### src/rtl/char_stream_writer_if.sv
// Character stream input and data-memory write port of char_stream_writer.
//
// Stream handshake: the producer holds in_valid high with in_data stable.
// A byte is consumed on a rising edge where in_valid and in_ready are both 1.
// in_ready does not depend on in_valid. in_data is ignored while in_valid is 0.
// The memory side has no handshake: every cycle with we=1 is one byte store
// of data_in at address.
interface char_stream_writer_if;
    logic        in_valid;
    logic [7:0]  in_data;
    logic        in_ready;
    logic        we;
    logic [31:0] address;
    logic [7:0]  data_in;

    modport master (
        output in_valid,
        output in_data,
        input  in_ready,
        input  we,
        input  address,
        input  data_in
    );

    modport slave (
        input  in_valid,
        input  in_data,
        output in_ready,
        output we,
        output address,
        output data_in
    );
endinterface

### src/rtl/char_stream_writer.sv
// Character stream writer. This block turns a byte stream into writes to a
// COLS x ROWS text screen memory. It handles newline and backspace. A clear
// request blanks every cell with spaces. The block never reads the memory.
module char_stream_writer #(
    parameter int COLS = 80,
    parameter int ROWS = 8
) (
    input  logic                 clk,
    input  logic                 rst_n,
    char_stream_writer_if.slave  bus,
    input  logic                 clear,
    output logic [9:0]           cursor,
    output logic                 busy,
    output logic [1:0]           state_dbg
);
    localparam int         DEPTH     = COLS * ROWS;
    localparam logic [9:0] COLS_C    = 10'(COLS);
    localparam logic [9:0] LAST_CELL = 10'(DEPTH - 1);
    localparam logic [9:0] LAST_LINE = 10'(DEPTH - COLS);
    localparam logic [7:0] SPACE     = 8'h20;
    localparam logic [7:0] NEWLINE   = 8'h0A;
    localparam logic [7:0] BACKSPACE = 8'h08;

    typedef enum logic [1:0] {
        IDLE  = 2'd0,
        WRITE = 2'd1,
        CLEAR = 2'd2
    } state_t;

    state_t     state_q, state_d;
    logic [9:0] cursor_q, cursor_d;
    // In WRITE this is the target cell. In CLEAR it is the sweep position.
    logic [9:0] cell_q, cell_d;
    logic [7:0] wdata_q, wdata_d;
    logic       we_q, we_d;
    // Set when the pending WRITE is a printable byte and not a backspace blank.
    logic       adv_q, adv_d;
    // Keeps in_ready low until the first clock edge after reset is released.
    logic       ready_en_q;

    logic       accept;
    logic       printable;
    logic [9:0] line_start;
    logic [9:0] next_line;
    logic [9:0] cursor_inc;

    assign accept     = bus.in_valid & bus.in_ready;
    assign printable  = (bus.in_data >= 8'h20) && (bus.in_data <= 8'h7E);
    assign line_start = cursor_q - (cursor_q % COLS_C);
    assign next_line  = (line_start >= LAST_LINE) ? '0 : line_start + COLS_C;
    assign cursor_inc = (cursor_q == LAST_CELL) ? '0 : cursor_q + 10'd1;

    assign bus.in_ready = ready_en_q & (state_q == IDLE) & ~clear;
    assign bus.we       = we_q;
    assign bus.address  = {20'b0, cell_q, 2'b00};
    assign bus.data_in  = wdata_q;
    assign cursor       = cursor_q;
    assign busy         = (state_q == CLEAR);
    assign state_dbg    = state_q;

    // Enable input acceptance one edge after reset is released.
    always_ff @(posedge clk or negedge rst_n) begin
        if (!rst_n) ready_en_q <= 1'b0;
        else        ready_en_q <= 1'b1;
    end

    // State register and registered memory-port outputs.
    always_ff @(posedge clk or negedge rst_n) begin
        if (!rst_n) begin
            state_q  <= IDLE;
            cursor_q <= '0;
            cell_q   <= '0;
            wdata_q  <= '0;
            we_q     <= 1'b0;
            adv_q    <= 1'b0;
        end else begin
            state_q  <= state_d;
            cursor_q <= cursor_d;
            cell_q   <= cell_d;
            wdata_q  <= wdata_d;
            we_q     <= we_d;
            adv_q    <= adv_d;
        end
    end

    // Next-state, cursor and write-port decisions.
    always_comb begin
        state_d  = state_q;
        cursor_d = cursor_q;
        cell_d   = cell_q;
        wdata_d  = wdata_q;
        we_d     = 1'b0;
        adv_d    = adv_q;
        unique case (state_q)
            IDLE: begin
                if (clear) begin
                    state_d  = CLEAR;
                    we_d     = 1'b1;
                    cell_d   = '0;
                    wdata_d  = SPACE;
                    cursor_d = '0;
                end else if (accept) begin
                    if (printable) begin
                        state_d = WRITE;
                        we_d    = 1'b1;
                        cell_d  = cursor_q;
                        wdata_d = bus.in_data;
                        adv_d   = 1'b1;
                    end else if (bus.in_data == NEWLINE) begin
                        cursor_d = next_line;
                    end else if (bus.in_data == BACKSPACE && cursor_q != '0) begin
                        state_d  = WRITE;
                        we_d     = 1'b1;
                        cursor_d = cursor_q - 10'd1;
                        cell_d   = cursor_q - 10'd1;
                        wdata_d  = SPACE;
                        adv_d    = 1'b0;
                    end
                    // All other bytes are consumed without any effect.
                end
            end
            WRITE: begin
                if (adv_q) cursor_d = cursor_inc;
                if (clear) begin
                    state_d  = CLEAR;
                    we_d     = 1'b1;
                    cell_d   = '0;
                    wdata_d  = SPACE;
                    cursor_d = '0;
                end else begin
                    state_d = IDLE;
                end
            end
            CLEAR: begin
                // A clear request that arrives during the sweep has no effect.
                wdata_d = SPACE;
                if (cell_q == LAST_CELL) begin
                    state_d  = IDLE;
                    cursor_d = '0;
                end else begin
                    we_d   = 1'b1;
                    cell_d = cell_q + 10'd1;
                end
            end
            default: state_d = IDLE;
        endcase
    end
endmodule

### src/flat_wrapper.sv
// flat-port wrapper written by rule: the top's interface ports become plain ports
module char_stream_writer_flat 
#(
    parameter int COLS = 80,
    parameter int ROWS = 8
)
  (clk, rst_n, clear, cursor, busy, state_dbg, bus_in_valid, bus_in_data, bus_in_ready, bus_we, bus_address, bus_data_in);
  char_stream_writer_if bus_i ();
  input  logic clk;
  input  logic rst_n;
  input  logic clear;
  output logic [9:0] cursor;
  output logic busy;
  output logic [1:0] state_dbg;
  input wire logic [$bits(bus_i.in_valid)-1:0] bus_in_valid;
  input wire logic [$bits(bus_i.in_data)-1:0] bus_in_data;
  output wire logic [$bits(bus_i.in_ready)-1:0] bus_in_ready;
  output wire logic [$bits(bus_i.we)-1:0] bus_we;
  output wire logic [$bits(bus_i.address)-1:0] bus_address;
  output wire logic [$bits(bus_i.data_in)-1:0] bus_data_in;
  assign bus_i.in_valid = bus_in_valid;
  assign bus_i.in_data = bus_in_data;
  assign bus_in_ready = bus_i.in_ready;
  assign bus_we = bus_i.we;
  assign bus_address = bus_i.address;
  assign bus_data_in = bus_i.data_in;
  char_stream_writer #(.COLS(COLS), .ROWS(ROWS)) u_core (.clk(clk), .rst_n(rst_n), .bus(bus_i), .clear(clear), .cursor(cursor), .busy(busy), .state_dbg(state_dbg));
endmodule
### config.mk
export PLATFORM = sky130hd
export DESIGN_NAME = char_stream_writer_flat
export DESIGN_NICKNAME = d
export VERILOG_FILES = /design/src/rtl/char_stream_writer_if.sv /design/src/rtl/char_stream_writer.sv /design/src/flat_wrapper.sv
export SDC_FILE = /design/constraint.sdc
export NUM_CORES = 1
export LEC_CHECK = 0
export ABC_AREA = 1
export BUFFER_PORTS_ARGS = -buffer_cell sky130_fd_sc_hd__buf_2
export CORE_UTILIZATION = 40
export DETAILED_ROUTE_END_ITERATION = 16
export PLACE_DENSITY = 0.71
export SLEW_MARGIN = 30
export SYNTH_ARGS = -nofsm -noshare
export SYNTH_HDL_FRONTEND = slang
export SYNTH_SLANG_ARGS = --single-unit
### constraint.sdc
create_clock -name clk -period 3.1 [get_ports clk]
set_input_delay 0 -clock clk [delete_from_list [all_inputs] [get_ports clk]]
set_output_delay 0 -clock clk [all_outputs]
set_load 0.03 [all_outputs]
==> impl_metrics.yaml, run 1 <==
final_layout:
  area_delta_synth_final_pct: 26.3
  drive_gt1_share_pct: 27.8
  diodes: 0
  stdcell_area_sq_um: 4070
  fin_cells: 655
  n_fill_cell: 760
  fin_nets: 580
outcome:
  violations: "setup timing"
  status: "complete, but fails checks"
worst_setup_path:
  slowest_stage: "dfrtp_2"
  crit_path_start_kind: "flip-flop"
  cp.required_ns: 3.33
  endpoint: "u_core.cursor[4]"
  critical_path.max_stage_delay_ns: 0.46
  critPathArrivalTime_ns: 3.46
  path_common_cell: "nand2_2"
  crit_fanout: 4
  critPathKind: "reg -> reg"
  r2r_cells: 27
  r2r-start: "u_core.cursor[7]"
  r2r_end: "u_core.cursor[4]"
  critPathLaunch: "u_core.cursor[7]"
  rrSetupSlack_ns: -0.14
  worstSetupEndpointType: "flip-flop"
timing:
  slew_violations: 0
  setup_violations: 7
  worst_slack_ns: -0.136
  rsz0062_at_grt: "yes"
  hold_violations: 0
  tightestPinTransition_ns: 0.748
  fin_crit_ns: 3.24
  fmax_ghz: 0.309
  maxSlewHeadroom_pct: 50.2
  fin_skew_ns: 0.00964
  finalCritPeriodShare_pct: 104
  holdWs_ns: 0.00184
yosys:
  synthCells: 476
  synth.top_cell.area_share_pct: 25.7
  synth-async-reset-ratio_pct: 100
  yosysTopAreaCell: "dfrtp_1"
  yosys_warnings: 0
  synth_cell_types: 46
  synthesis.area_sq_um: 3220
  ys_ff_latch: 33
  ys.flop_type: "dfrtp_1"
  synth_common_cells: "nand2_1, inv_1, nor2_1"
  yosysMostFrequentCell: "nand2_1"
  syn_avg_cell_area_sq_um: 6.76
  seq_area_frac_synth_pct: 25.7
  synth_edf_count: 0
  synthTopCellsByArea: "dfrtp_1, nand2_1, inv_1"
floorplan:
  die_x_um: 91.7
  core_area_sq_um: 7770
  rows: 32
  start_util_pct: 41.4
  io_pins: 67
  die_y_um: 91.7
  fp.dieArea_sq_um: 8410
global_route:
  track_usage_pct: 20.7
  grt.overflow.total: 0
  antenna_found_initial: 0
  grt_pass1_wl_um: 14200
  grt_use_met2_pct: 35.6
  use_met1_pct: 26.1
  grt_pass1_vias: 3124
  busiest_layer: "met2"
  grt_max_degree: 34
  met3_usage_pct: 3.40
clock_tree:
  numCtsBuffers: 5
  cts-htree-levels: 2
  clockBufferDepth: 2
  cts_root_buf: "clkbuf_8"
  cts.clk_slew.worst_paths_ns: 0.08
  cts_tree: "built"
  clock_sinks: 33
  clk_latency_ns: 0.30
placement:
  gp_congestion: 0.910
  dp_slack_ns: -0.142
  place_area_sq_um: 3600
  dpl.hpwl_um: 6330
  dpl.cell_count: 629
  port_buffers: 44
job:
  cap_violations: 0
route:
  drtIter0Drc: 274
  via_per_inst: 5.10
  wirelength_um: 8540
  drc: 0
  wl_per_cell_um: 13.0
  first_pass_iters: 5
  vias: 3338
  ant_nets: 0
hold_path:
  hold_path.class: "in -> reg"
==> per-layer routing <==
layer,part of all wire [%],wire length [um]
met5,0,0
met4,2.2,186
met3,5.8,497
met2,49,4200
met1,43,3660
==> critical path: cells and delay by family (launching register included) <==
kind,cells,cell delay (ns)
buffers and inverters,2,0.14
flip-flops,1,0.46
AND/OR/NAND/NOR,19,1.50
adder cells (fa/ha/maj),2,0.44
XOR/XNOR,1,0.22
AO/OA/AOI/OAI,3,0.38
==> flip-flops by register name (all words and copies together) (netlist names) <==
register	flops
u_core.cell_q	10
u_core.cursor	10
u_core.bus.data_in	8
u_core.state_dbg	2
u_core.adv_q	1
u_core.bus.we	1
u_core.ready_en_q	1
==> repair_timing <==
item,in CTS,in global routing
hold buffers,4,0
setup endpoints to repair,7,7
pin swaps,13,28
setup buffers,6,9
cloned,0,0
endpoints found under the hold margin,36,0
gates resized for setup,9,38
==> metrics by stage <==
| step | setup TNS (ns) | util [%] |
|---|---|---|
| after floorplan | -0.0337 | - |
| after detailed placement | -0.793 | 46.3 |
| after global routing | -2.14 | 52.3 |
| after global placement | -0.0145 | 46.3 |
| final | -0.727 | 52.3 |
| after CTS | -0.187 | 49.1 |
==> kinds of logic (layout without fill, tap and decap cells) <==
logic type,after synthesis,in the layout,share of synthesized area [%]
compound gates,86,86,16.3
xor+xnor,17,17,4.62
fa+ha+maj,16,16,6.22
buf+inv,96,150,15.1
flops,33,33,25.7
other cells,2,25,0.233
simple gates,226,226,31.9
==> how the worst min path moves through the flow <==
stage | startpoint | endpoint | cells past startpoint
after global routing | bus_in_data[6] | u_core.bus.data_in[6] | 3
after global placement | rst_n | u_core.bus.we | 1
final | bus_in_data[6] | u_core.bus.data_in[6] | 3
after CTS | bus_in_data[6] | u_core.bus.data_in[6] | 3
after floorplan | rst_n | u_core.adv_q | 0
after detailed placement | rst_n | u_core.ready_en_q | 1
==> cell usage in the layout (no fill, tap or decap), types with 3 or more instances in the layout <==
cell type | synthesis | final
o21ai_0 | 22 | 22
a21oi_1 | 24 | 22
nand3_1 | 33 | 29
ha_4 | 0 | 4
nor2_4 | 1 | 3
inv_2 | 7 | 9
nand2_4 | 3 | 11
xor2_1 | 13 | 10
o221ai_1 | 6 | 6
buf_2 | 2 | 44
inv_1 | 55 | 52
nand4_1 | 9 | 9
dfrtp_1 | 33 | 29
buf_4 | 22 | 27
nand3_2 | 5 | 4
dlygate4sd3_1 | 0 | 4
nor3_1 | 6 | 6
o22ai_1 | 3 | 3
nand2_2 | 8 | 14
conb_1 | 2 | 25
dfrtp_2 | 0 | 4
nor2_1 | 43 | 41
clkbuf_8 | 0 | 5
ha_1 | 16 | 12
a21oi_4 | 1 | 3
nand2_1 | 111 | 97
o21ai_1 | 13 | 13
nand3_4 | 0 | 5
==> cell type report <==
type	count	area [sq um]	area share [%]
repair buffers	76	474	11.7
clock buffers	6	72.6	1.79
clock inverters	2	10.0	0.246
multi-input cells	370	2290	56.4
flip-flops and latches	33	831	20.4
inverters	66	258	6.34
well taps	102	128	3.14
Power of run 1 is left out: the tool's default activity adds up to more than one toggle a clock period on the data nets, which glitch-free logic cannot reach.
==> run 2: changes to the inputs <==
- CELL_PAD_IN_SITES_DETAIL_PLACEMENT: not set -> 1
- CELL_PAD_IN_SITES_GLOBAL_PLACEMENT: not set -> 1
- CORE_UTILIZATION: 40 -> 35
- PLACE_DENSITY: 0.71 -> 0.84
==> run 2 against run 1 <==
  * The flow finishes with violations (DRC, setup timing)
  * Sequential cell count is the same
  * Worst setup slack lost 0.12 ns
  * Core utilization shrank 6.3 points
  * Routed wire length grew 25%
  * Maximum frequency shrank 3.7%
  * Via count grew 3.4%
  * Register-to-register slack lost 0.12 ns
  * First-iteration DRC count shrank 49%
  * Worst hold slack gained 0.0055 ns
  * Die area grew 14%
  * Final cell count grew 0.61%
  * Highest routed layer unchanged
==> impl_metrics.yaml, run 2 (synthesized netlist as in run 1, its figures left out) <==
global_route:
  grt.overflow.total: 0
  track_usage_pct: 21.6
  grt_max_degree: 34
  grt_pass1_vias: 3527
  grt_pass1_wl_um: 16700
  antenna_found_initial: 0
worst_setup_path:
  crit_path_start_kind: "flip-flop"
  critPathKind: "reg -> reg"
  worstSetupEndpointType: "flip-flop"
  crit_fanout: 5
  critPathArrivalTime_ns: 3.58
  cp.required_ns: 3.32
  rrSetupSlack_ns: -0.26
route:
  wirelength_um: 10600
  ant_nets: 0
  vias: 3451
  drc: 5
  via_per_inst: 5.24
  wl_per_cell_um: 16.1
  first_pass_iters: 12
  drtIter0Drc: 139
floorplan:
  fp.dieArea_sq_um: 9590
  core_area_sq_um: 8810
  start_util_pct: 36.6
  die_y_um: 97.9
  die_x_um: 97.9
  rows: 34
  io_pins: 67
outcome:
  status: "complete, but fails checks"
  violations: "DRC, setup timing"
timing:
  setup-tns-final_ns: -1.33
  rsz0062_at_grt: "yes"
  maxSlewHeadroom_pct: 48.5
  tightestPinTransition_ns: 0.773
  holdWs_ns: 0.00734
  slew_violations: 0
  setup_violations: 7
  fin_crit_ns: 3.36
  fin_skew_ns: 0.00982
  fmax_ghz: 0.298
  hold_violations: 0
  worst_slack_ns: -0.260
  finalCritPeriodShare_pct: 108
clock_tree:
  cts_root_buf: "clkbuf_8"
  numCtsBuffers: 5
  cts_tree: "built"
  clockBufferDepth: 2
  clk_latency_ns: 0.30
  clock_sinks: 33
  cts-htree-levels: 2
  cts.clk_slew.worst_paths_ns: 0.07
final_layout:
  final_common_cell: "nand2_1"
  drive_gt1_share_pct: 27.6
  fin_nets: 579
  stdcell_area_sq_um: 4050
  diodes: 0
  mostFrequentLayoutCells: "nand2_1, inv_1, buf_2"
  area_delta_synth_final_pct: 25.8
placement:
  place_area_sq_um: 3630
  dp_slack_ns: -0.186
  port_buffers: 44
  dpl.hpwl_um: 7880
  gp_congestion: 0.908
job:
  cap_violations: 0
hold_path:
  hold_path.class: "in -> reg"
## run 2: cell types whose count changed in the layout (fill, tap and decap cells not counted), moves of 2 or more
cell	delta
clkinv_2	-2
a21oi_1	-2
nor2_4	+2
inv_1	+2
nor2_2	+3
a21oi_2	+2
nor2_1	-5
## run 2: layout make-up
type,count,area (sq um)
Fill cell,1148,4760
Timing Repair Buffer,75,467
Inverter,66,255
Tap cell,108,135
Clock buffer,7,86.3
Multi-Input combinational cell,370,2280
Sequential cell,33,831
## run 2: metal layers
metal / vias up / global-route usage, % / share of wire (%)
met3: 21 / 3.15 / 3.8
met4: 0 / 7.23 / 2.0
met5: - / 0 / 0
li1: 1653 / - / -
met2: 89 / 39.7 / 52
met1: 1688 / 25.6 / 42
## run 2: repair_timing
item | 4_1_cts | 5_1_grt
hold buffers | 4 | 0
endpoints found under the hold margin | 36 | 0
gates resized for setup | 14 | 32
setup endpoints to repair | 7 | 7
buffers inserted | 4 | 6
pin swaps | 12 | 22
## run 2: metrics by stage
| step | utilization (%) | std cells |
|---|---|---|
| 2_1_floorplan | - | 499 |
| 6_report | 46.0 | 659 |
| 4_1_cts | 43.7 | 653 |
| 3_5_place_dp | 41.2 | 638 |
| 5_1_grt | 46.0 | 659 |
| 3_3_place_gp | 41.2 | 638 |
## run 2: final timing paths
path                                  startpoint               endpoint  depth (start not counted)
setup / recovery                u_core.cursor[7]       u_core.cursor[9]                         25
hold / removal                    bus_in_data[6]  u_core.bus.data_in[6]                          3
setup reg to reg                u_core.cursor[7]       u_core.cursor[9]                         25
hold reg to reg            u_core.bus.data_in[7]  u_core.bus.data_in[7]                          2
max in group asynchronous                  rst_n       u_core.cursor[6]                          2
min in group asynchronous                  rst_n       u_core.cursor[1]                          2
## run 2: critical path: stages, from the launching register on
cell,delay [ns]
dfrtp_2,0.47
buf_6,0.14
nand2_4,0.06
nand3_2,0.06
nand2_2,0.09
nand2_2,0.07
nand2_4,0.10
nand3_4,0.09
nand2_4,0.12
nand2_4,0.08
nand2_4,0.08
nand3_4,0.07
nand2_4,0.10
nand2_4,0.05
nand2_1,0.07
nand2_2,0.07
ha_4,0.29
nand2_2,0.08
nor2_2,0.15
nand3_1,0.10
nand4_1,0.18
xor2_2,0.28
nor2_1,0.09
a21oi_1,0.14
nand2_1,0.10
a21oi_2,0.14
Power of run 2 is left out for the same reason.
==> run 3: changes to the inputs <==
- SETUP_SLACK_MARGIN: not set -> 0.02
==> run 3 against run 2 <==
  * The flow finishes with violations (DRC, hold timing, setup timing)
  * Critical path depth is 1 lower
  * Clock skew up 0.0016 ns
  * Register-to-register slack gained 0.04 ns
  * Worst setup slack improved by 0.039 ns
  * Global-route usage grew 0.41 points
  * Sequential share of layout area is 0.48 points lower
  * Critical endpoint is now u_core.cursor[3]
  * Highest routed layer unchanged
==> impl_metrics.yaml, run 3 (synthesized netlist as in run 1, its figures left out) <==
final_layout:
  fin_cells: 664
  n_fill_cell: 1126
  drive_gt1_share_pct: 29.7
  mostFrequentLayoutCells: "nand2_1, inv_1, buf_2"
  fin_nets: 583
  final_common_cell: "nand2_1"
  area_delta_synth_final_pct: 28.8
  diodes: 0
outcome:
  violations: "DRC, hold timing, setup timing"
  status: "complete, but fails checks"
worst_setup_path:
  rrSetupSlack_ns: -0.22
  crit_path_start_kind: "flip-flop"
  crit_fanout: 5
  cp.required_ns: 3.33
  critPathArrivalTime_ns: 3.55
  critPathKind: "reg -> reg"
  worstSetupEndpointType: "flip-flop"
route:
  vias: 3459
  wl_per_cell_um: 16.0
  drtIter0Drc: 141
  wirelength_um: 10600
  via_per_inst: 5.21
  first_pass_iters: 10
  ant_nets: 0
  drc: 6
global_route:
  track_usage_pct: 22.0
  grt_pass1_wl_um: 17200
  grt.overflow.total: 0
  grt_max_degree: 34
  grt_pass1_vias: 3564
  antenna_found_initial: 0
timing:
  fmax_ghz: 0.301
  holdWs_ns: -0.00674
  tightestPinTransition_ns: 0.789
  hold_violations: 1
  maxSlewHeadroom_pct: 47.4
  fin_skew_ns: 0.0114
  worst_slack_ns: -0.221
  slew_violations: 0
  fin_crit_ns: 3.32
  rsz0062_at_grt: "yes"
  setup_violations: 7
  finalCritPeriodShare_pct: 107
clock_tree:
  clk_latency_ns: 0.30
  cts.clk_slew.worst_paths_ns: 0.09
  clock_sinks: 33
  clockBufferDepth: 2
  cts_root_buf: "clkbuf_8"
  numCtsBuffers: 5
  cts-htree-levels: 2
  cts_tree: "built"
floorplan:
  die_y_um: 97.9
  io_pins: 67
  core_area_sq_um: 8810
  start_util_pct: 36.6
  fp.dieArea_sq_um: 9590
  die_x_um: 97.9
  rows: 34
placement:
  gp_congestion: 0.841
  dpl.cell_count: 638
  dp_slack_ns: -0.273
  port_buffers: 44
  dpl.hpwl_um: 7890
hold_path:
  hold_path.class: "in -> reg"
job:
  cap_violations: 0
[run 3: path summary, 6_finish.rpt]
| path | cells after the start | startpoint | end |
|---|---|---|---|
| worst min-delay path | 3 | bus_in_data[6] | u_core.bus.data_in[6] |
| min in group asynchronous | 2 | rst_n | u_core.state_dbg[0] |
| worst min register to register | 2 | u_core.bus.data_in[7] | u_core.bus.data_in[7] |
| worst max-delay path | 24 | u_core.cursor[7] | u_core.cursor[3] |
| max in group asynchronous | 2 | rst_n | u_core.cursor[8] |
| worst max register to register | 24 | u_core.cursor[7] | u_core.cursor[3] |
[run 3: repair_timing]
action	in CTS	in global routing
setup endpoints to repair	7	7
pin swaps	19	17
setup buffers	8	5
hold buffers	5	0
gates resized for setup	14	40
endpoints found under the hold margin	37	0
[run 3: metrics by stage]
step	setup TNS, ns	util [%]	instance area [sq um]
2_1_floorplan	-0.0337	-	3380
3_3_place_gp	-0.121	41.2	3630
3_5_place_dp	-1.71	41.2	3630
4_1_cts	-1.38	44.8	3950
5_1_grt	-2.73	47.1	4150
6_report	-1.34	47.1	4150
[run 3: layer usage]
layer | track usage (%) | up-vias | share of wire, % | routed length (um)
li1 | - | 1668 | - | -
met1 | 26.8 | 1695 | 42 | 4430
met2 | 40.6 | 75 | 53 | 5630
met3 | 3.01 | 21 | 3.1 | 333
met4 | 5.71 | 0 | 2.2 | 231
met5 | 0 | - | 0 | 0
[run 3: layout make-up]
type	count	area (sq um)	area share, %
flip-flops and latches	33	831	20.0
clock buffers	5	68.8	1.66
repair buffers	79	495	11.9
inverters	66	258	6.21
multi-input cells	370	2290	55.2
clock inverters	3	68.8	1.66
well taps	108	135	3.26
[run 3: worst max-delay path: stages (launching register included)]
cell and delay [ns]:
dfrtp_2 0.48, clkinv_4 0.11, a21oi_4 0.21, inv_2 0.08, nand2_1 0.08, nand2_2 0.11, o2111ai_1 0.14, inv_1 0.12
a21oi_4 0.19, nand2_4 0.10, nand2_4 0.08, nand2_2 0.05, nand2_2 0.08, ha_4 0.22, nand2_4 0.07, nand3_4 0.09
xor2_2 0.17, ha_2 0.20, nor2_4 0.13, nand3_4 0.12, nand2_4 0.11, nand2_1 0.06, nand2_1 0.06, nand2_1 0.06
a21oi_2 0.13
Power of run 3 is left out for the same reason.
